[src/rtl/serial_add_pkg.sv]
// rtl/serial_add_pkg.sv - shared types and constants for the serial adder
// Purpose: FSM state enum, slice width and default operand width used by
//          serial_add_seq and its testbench.
// Ports:   none (package).
package serial_add_pkg;

  typedef enum logic [1:0] {
    IDLE = 2'd0,
    RUN  = 2'd1,
    DONE = 2'd2
  } state_t;

  localparam int SLICE_W       = 2;
  localparam int DEFAULT_WIDTH = 16;

endpackage

[src/rtl/add2_slice.sv]
// rtl/add2_slice.sv - combinational 2-bit ripple adder slice
// Purpose: adds one 2-bit slice of two operands plus a carry-in.
// Ports:
//   a, b  : 2-bit slice operands
//   cin   : carry into bit 0
//   s     : 2-bit slice sum
//   cout  : carry out of bit 1
//   c1    : carry into bit 1 (needed for signed overflow on the top slice)
module add2_slice (
  input  logic [1:0] a,
  input  logic [1:0] b,
  input  logic       cin,
  output logic [1:0] s,
  output logic       cout,
  output logic       c1
);

  logic [1:0] lo;
  logic [1:0] hi;

  assign lo    = {1'b0, a[0]} + {1'b0, b[0]} + {1'b0, cin};
  assign hi    = {1'b0, a[1]} + {1'b0, b[1]} + {1'b0, lo[1]};
  assign s     = {hi[0], lo[0]};
  assign c1    = lo[1];
  assign cout  = hi[1];

endmodule

[src/rtl/serial_add_seq.sv]
// rtl/serial_add_seq.sv - sequential adder processing two bits per cycle
// Purpose: accepts an operand pair, adds it one 2-bit slice per cycle over
//          WIDTH/2 cycles, then presents sum and carry-out until taken.
// Ports:
//   clk, rst              : clock, synchronous active-high reset
//   in_valid/in_ready     : operand handshake (in_a, in_b, in_cin)
//   out_valid/out_ready   : result handshake (out_sum, out_cout)
//   busy                  : high whenever the FSM is not IDLE
//   out_ovf               : signed overflow, only when SERIAL_ADD_SEQ_OVF_EN
//                           is defined
module serial_add_seq
  import serial_add_pkg::*;
#(
  parameter int WIDTH = DEFAULT_WIDTH
) (
  input  logic             clk,
  input  logic             rst,
  input  logic             in_valid,
  output logic             in_ready,
  input  logic [WIDTH-1:0] in_a,
  input  logic [WIDTH-1:0] in_b,
  input  logic             in_cin,
  output logic             out_valid,
  input  logic             out_ready,
  output logic [WIDTH-1:0] out_sum,
  output logic             out_cout,
  output logic             busy
`ifdef SERIAL_ADD_SEQ_OVF_EN
  ,
  output logic             out_ovf
`endif
);

  localparam int NSLICE = WIDTH / SLICE_W;
  localparam int IDX_W  = (NSLICE > 1) ? $clog2(NSLICE) : 1;

  state_t state_q, state_d;

  logic [WIDTH-1:0] a_q, b_q;
  logic [WIDTH-1:0] sum_work_q;
  logic [WIDTH-1:0] sum_next;
  logic [WIDTH-1:0] out_sum_q;
  logic             out_cout_q;
  logic             carry_q;
  logic [IDX_W-1:0] idx_q;
  logic [IDX_W:0]   bit_pos;
  logic             last_slice;

  logic [1:0]       sl_s;
  logic             sl_cout;
  logic             sl_c1;

  assign bit_pos    = {idx_q, 1'b0};
  assign last_slice = (idx_q == IDX_W'(NSLICE - 1));

  add2_slice u_slice (
    .a    (a_q[bit_pos +: SLICE_W]),
    .b    (b_q[bit_pos +: SLICE_W]),
    .cin  (carry_q),
    .s    (sl_s),
    .cout (sl_cout),
    .c1   (sl_c1)
  );

  // Working sum with the current slice merged in; also the final result on
  // the last RUN cycle.
  always_comb begin
    sum_next = sum_work_q;
    sum_next[bit_pos +: SLICE_W] = sl_s;
  end

  // State register
  always_ff @(posedge clk) begin
    if (rst) state_q <= IDLE;
    else     state_q <= state_d;
  end

  // Next-state logic
  always_comb begin
    state_d = state_q;
    case (state_q)
      IDLE:    if (in_valid && in_ready) state_d = RUN;
      RUN:     if (last_slice) state_d = DONE;
      DONE:    if (out_ready) state_d = IDLE;
      default: state_d = IDLE;
    endcase
  end

  // FSM outputs
  always_comb begin
    in_ready  = (state_q == IDLE);
    out_valid = (state_q == DONE);
    busy      = (state_q != IDLE);
  end

  // Datapath. The published result lives in separate registers so it stays
  // at the previous value while the next operation is being computed.
  always_ff @(posedge clk) begin
    if (rst) begin
      a_q        <= '0;
      b_q        <= '0;
      sum_work_q <= '0;
      out_sum_q  <= '0;
      out_cout_q <= 1'b0;
      carry_q    <= 1'b0;
      idx_q      <= '0;
    end else begin
      case (state_q)
        IDLE: begin
          if (in_valid) begin
            a_q     <= in_a;
            b_q     <= in_b;
            carry_q <= in_cin;
            idx_q   <= '0;
          end
        end
        RUN: begin
          sum_work_q <= sum_next;
          carry_q    <= sl_cout;
          if (last_slice) begin
            out_sum_q  <= sum_next;
            out_cout_q <= sl_cout;
          end else begin
            idx_q <= idx_q + 1'b1;
          end
        end
        default: ;
      endcase
    end
  end

  assign out_sum  = out_sum_q;
  assign out_cout = out_cout_q;

`ifdef SERIAL_ADD_SEQ_OVF_EN
  logic out_ovf_q;

  // On the top slice, sl_c1 is the carry into bit WIDTH-1.
  always_ff @(posedge clk) begin
    if (rst) begin
      out_ovf_q <= 1'b0;
    end else if (state_q == RUN && last_slice) begin
      out_ovf_q <= sl_c1 ^ sl_cout;
    end
  end

  assign out_ovf = out_ovf_q;
`else
  logic unused_c1;
  assign unused_c1 = sl_c1;
`endif

endmodule

[config.mk]
export PLATFORM = sky130hd
export DESIGN_NAME = serial_add_seq
export DESIGN_NICKNAME = d
export VERILOG_FILES = /design/src/rtl/serial_add_pkg.sv /design/src/rtl/add2_slice.sv /design/src/rtl/serial_add_seq.sv
export SDC_FILE = /design/constraint.sdc
export NUM_CORES = 1
export LEC_CHECK = 0
export CORE_ASPECT_RATIO = 1.4
export CORE_UTILIZATION = 40
export DETAILED_ROUTE_END_ITERATION = 8
export PLACE_DENSITY = 0.59
export SETUP_SLACK_MARGIN = 0.15
export SLEW_MARGIN = 20
export SYNTH_ARGS = -nofsm -noshare
export SYNTH_HDL_FRONTEND = slang
export SYNTH_HIERARCHICAL = 1
export SYNTH_SLANG_ARGS = --single-unit
[constraint.sdc]
create_clock -name clk -period 8.3 [get_ports clk]
set_input_delay 2.49 -clock clk [delete_from_list [all_inputs] [get_ports clk]]
set_output_delay 2.49 -clock clk [all_outputs]
set_load 0.05 [all_outputs]
# --- Word level (Yosys, flattened, before mapping) ---
# Index checks and enable logic that the tools add are counted.
totals:
  input_bits: 37
  regBits: 71
  out_inout_bits: 20
classes:
  eq_ne: 8
  n_addsub: 6
  reduce_logical: 9
  mux: 10
  shifts: 4
op_table:
  columns: ["cell", "n"]
  rows:
  - ["variable part select 16 x 5 -> 2 bit", 2]
  - ["bitwise mux 16 bit", 1]
  - ["variable shift 2 x 6 -> 16 bit, first input constant", 1]
  - ["variable part select 2 x 6 -> 16 bit", 1]
  - ["2-to-1 mux 2 bit", 3]
  - ["2-to-1 mux 3 bit", 2]
  - ["!= test 2 bit, second input constant", 3]
  - ["negator 4 -> 6 bit", 1]
  - ["one-hot mux 2 bit (3 select lines)", 1]
  - ["one-hot mux 3 bit (2 select lines)", 1]
  - ["AND reduction 2 bit", 3]
  - ["AND reduction 3 bit", 2]
  - ["adder 1 x 1 -> 2 bit", 2]
  - ["adder 2 x 1 -> 2 bit", 2]
  - ["!= test 2 x 1 -> 1 bit, second input constant", 2]
  - ["nonzero test 2 bit", 2]
  - ["adder 3 x 1 -> 3 bit, second input constant", 1]
  - ["equality test 3 bit, second input constant", 1]
  - ["equality test 2 x 1 -> 1 bit, second input constant", 1]
  - ["equality test 2 bit, second input constant", 1]
  - ["zero test 2 bit", 1]
  - ["one-hot mux 1 bit (2 select lines)", 1]
  - ["logical AND 1 bit", 1]
  - ["2-to-1 mux 1 bit", 1]

# --- Depth between registers and ports, before layout ---
logic_depth:
  word_depth: 6
  ltp_mapped: 12
  ltp_nobuf: 10

# --- Cells and area by module ---
# The synthesis kept the hierarchy.
by_module_without_submodules:
  columns: ["module", "cells_per_inst", "n_inst", "seq_area_each_um2", "area_per_inst_um2"]
  rows:
  - ["serial_add_seq", 394, 1, 1421.4, 3440.8]
  - ["add2_slice", 11, 1, 0.0, 73.8]

# --- Least setup slack after synthesis ---
# OpenSTA, ideal clock, no wires.
synth_timing:
  path_type: "register to output"
  startpoint: "register state_q[0]"
  endpoint: "output port in_ready"
  path_buffers: 1
  setup_slack_ns: 4.576
  required_ns: 5.810
  t_arrival_ns: 1.234
  stages_incl_launch_ff: 4
  path_cell_list: "dfxtp_1 > buf_6 > or2_2 > inv_1"
synth_via:
  elab_chain_len: 1
synth_rtl:
  columns: ["item", "line_no", "rtl"]
  rows:
  - ["start, declared", "serial_add_seq.sv:37", "state_t state_q, state_d;"]
  - ["start signal, assigned", "serial_add_seq.sv:75", "else state_q <= state_d;"]
  - ["zero test 2 bit", "serial_add_seq.sv:91", "in_ready = (state_q == IDLE);"]
  - ["end, declared", "serial_add_seq.sv:19", "output logic in_ready,"]
# Every way passes these cells.

# --- Final worst setup path ---
# Same ends and word-level chain as after synthesis.

==> flow_metrics.py <==
metrics = {
    "floorplanning": {
        "die_outline_area_um2": 9160,
        "initial_utilization_pct": 41.0,
        "fp.dieH_um": 113,
        "placementRows": 40,
        "top_level_ports": 57,
        "die-width_um": 81.2,
        "design.core.area_um2": 8560,
    },
    "placed_design": {
        "place_congestion": 0.738,
        "place.detailed.hpwl_um": 5240,
        "place_worst_setup_slack_ps": 4100,
        "number_of_buffers_added_on_ports": 56,
        "placed_cells": 538,
    },
    "drt": {
        "num_vias": 2896,
        "postRouteWirelength_um": 7700,
        "drt.antenna.violating_nets": 0,
        "vias_per_cell": 5.23,
        "detail_route.drc_violations": 1,
        "drt_pass1_iterations": 6,
        "detailedRoute.firstIterationViolations": 132,
        "wl_per_cell_um": 13.9,
    },
    "worst_setup_path": {
        "crit_path_cell_chain": "or2_2 > inv_1 > clkdlybuf4s50_1",
        "worstRegToRegCells": 10,
        "end_of_the_worst_register_to_register_path": "out_sum[5]",
        "timing.critical_path.required_ps": 5810,
        "rrSetupSlack_ps": 4870,
        "arrival_time_worst_endpoint_ps": 1940,
        "cp_max_fo": 12,
        "timing.critical_path.max_delay_family": "buffers and inverters",
        "timing.setup.critical_path_class": "reg2out",
        "critical_path.n_buffers_inverters": 2,
        "crit_path_end": "in_ready",
        "crit_path_start": "state_q[0]",
        "crit_path_top_delay_cell": "sky130_fd_sc_hd__clkdlybuf4s50_1",
        "cp.depth": 3,
        "critPathCaptureType": "primary output",
        "worst_r2r_startpoint": "idx_q[1]",
        "critical_path.max_stage_delay_ps": 790,
        "critPathLaunchType": "flop",
    },
    "final_layout": {
        "final-instance-count-excl-fill": 554,
        "final_net_count": 490,
        "p_r_area_growth_vs_syn_pct": 24.5,
        "ratio_of_cells_with_drive_above_1_in_the_final_layout_pct": 6.90,
        "num_antenna_cells": 0,
    },
    "global_route": {
        "global_route.usage.total_pct": 18.8,
        "grt_pass1_wl_um": 13100,
        "antenna_violations_before_repair": 0,
        "maximum_number_of_pins_on_one_net_before_global_route_repair": 74,
        "overflow": 0,
        "first_global_vias": 2800,
    },
    "sta": {
        "worstMarginPinSlew_ps": 1020,
        "slew_headroom_pct": 32.2,
        "unrepaired_setup_endpoints_after_global_routing": "no",
        "hold_viol_final": 0,
        "setup_slack_ps": 3870,
        "fin_skew_ps": 4.01,
        "fmaxAchievable_ghz": 0.226,
        "finalSetupViolations": 0,
        "final-max-slew-violation-count": 0,
        "period_minus_slack_ps": 4430,
        "post-route-period-util_pct": 53.4,
        "fin_worst_hold_slack_ps": 450,
        "timing.setup.tns_ps": 0,
    },
    "clocking": {
        "clk_latency_ps": 340,
        "post-cts-setup-buffer-count": 0,
        "tritoncts": "built",
        "cts_hold_repair.buffers": 0,
        "cts.sinks": 71,
        "cts_made_buffers": 9,
        "clk_pin_slew_ps": 60,
        "clock-root-buffer": "sky130_fd_sc_hd__clkbuf_16",
        "resize_count_post_cts": 0,
        "cts-htree-levels": 3,
        "cts_max_path_buffers": 2,
    },
    "yosys": {
        "avgSynthCellArea_um2": 8.69,
        "postSynthCellCount": 404,
        "yosysWarnings": 6,
        "syn_area_um2": 3510,
        "synth_nets": 450,
    },
    "job": {
        "maxCapViolCount": 0,
    },
    "run_status": {
        "violated_checks": "design-rule violations",
        "outcome": "complete, but fails checks",
    },
    "power_and_ir_drop": {
        "power.total_w": 0.000878,
        "leak_nw": 1.53,
        "worst_case_vdd_ir_drop_uv": 120,
        "cellPowerDensity_nw_per_um2": 201,
    },
    "worst_hold_path": {
        "hold_class": "reg2reg",
    },
}
## placed cells by master (no fill, tap or decap), types with 3 or more instances in the layout
cell type and instances:
sky130_fd_sc_hd__nor2b_1 6, sky130_fd_sc_hd__nor3_1 10, sky130_fd_sc_hd__or3b_2 3, sky130_fd_sc_hd__a311oi_1 11, sky130_fd_sc_hd__nand4_1 10, sky130_fd_sc_hd__mux4_1 6, sky130_fd_sc_hd__ha_1 7, sky130_fd_sc_hd__nor3b_1 3
sky130_fd_sc_hd__nand2b_1 16, sky130_fd_sc_hd__a221oi_1 4, sky130_fd_sc_hd__inv_1 12, sky130_fd_sc_hd__o31ai_1 4, sky130_fd_sc_hd__nor2_1 20, sky130_fd_sc_hd__dfxtp_1 71, sky130_fd_sc_hd__nand3_1 9, sky130_fd_sc_hd__nand2_1 90
sky130_fd_sc_hd__a21oi_1 43, sky130_fd_sc_hd__o21ai_0 11, sky130_fd_sc_hd__mux2i_1 12, sky130_fd_sc_hd__clkdlybuf4s50_1 55, sky130_fd_sc_hd__clkbuf_16 9
## layer usage
layer	global-route usage, %	wire length [µm]	up-vias
met5	0	0	-
met4	6.19	113	0
met3	5.56	299	11
met2	32.2	4010	51
met1	22.1	3270	1340
li1	-	-	1494
## area by class of cell
type | instances | area [µm²]
inverters | 12 | 45.0
repair buffers | 59 | 586
flip-flops and latches | 71 | 1420
clock buffers | 13 | 260
multi-input cells | 291 | 1860
fillers | 836 | 4190
well taps | 105 | 131
clock inverters | 3 | 65.1
## power breakdown
| part | leakage (nW) | switching (W) | internal [W] |
|---|---|---|---|
| clock network | 0.160 | 0.000142 | 0.000279 |
| logic | 0.790 | 0.0000530 | 0.0000439 |
| registers | 0.577 | 0.00000804 | 0.000352 |
| total | 1.53 | 0.000203 | 0.000675 |
## worst min-delay path by stage
stage / start / endpoint / slack [ps] / cells past startpoint
after CTS: a_q[3] / a_q[3] / 450 / 2
after global routing: a_q[8] / a_q[8] / 470 / 2
after floorplan: a_q[11] / a_q[11] / 430 / 2
after detailed placement: a_q[3] / a_q[3] / 440 / 2
final: a_q[3] / a_q[3] / 450 / 2
after global placement: a_q[0] / a_q[0] / 440 / 2
## state kept, by name, indices dropped and copies added, names as in the netlist
name / count
b_q: 16
out_cout: 1
carry_q: 1
sum_work_q: 16
idx_q: 3
a_q: 16
out_sum: 16
state_q: 2
## tightest hold or removal path, cell delays in order (launching register included)
cell	delay [ps]
sky130_fd_sc_hd__dfxtp_1	300
sky130_fd_sc_hd__nand2_1	50
sky130_fd_sc_hd__a21oi_1	50
## metrics by stage
stage	cell area (µm²)	util (%)
floorplan	3510	-
global placement	4030	47.1
detailed placement	4050	47.3
CTS	4370	51.1
global route	4370	51.1
finish	4370	51.1
No activity file was read; power rests on OpenSTA's default activity.
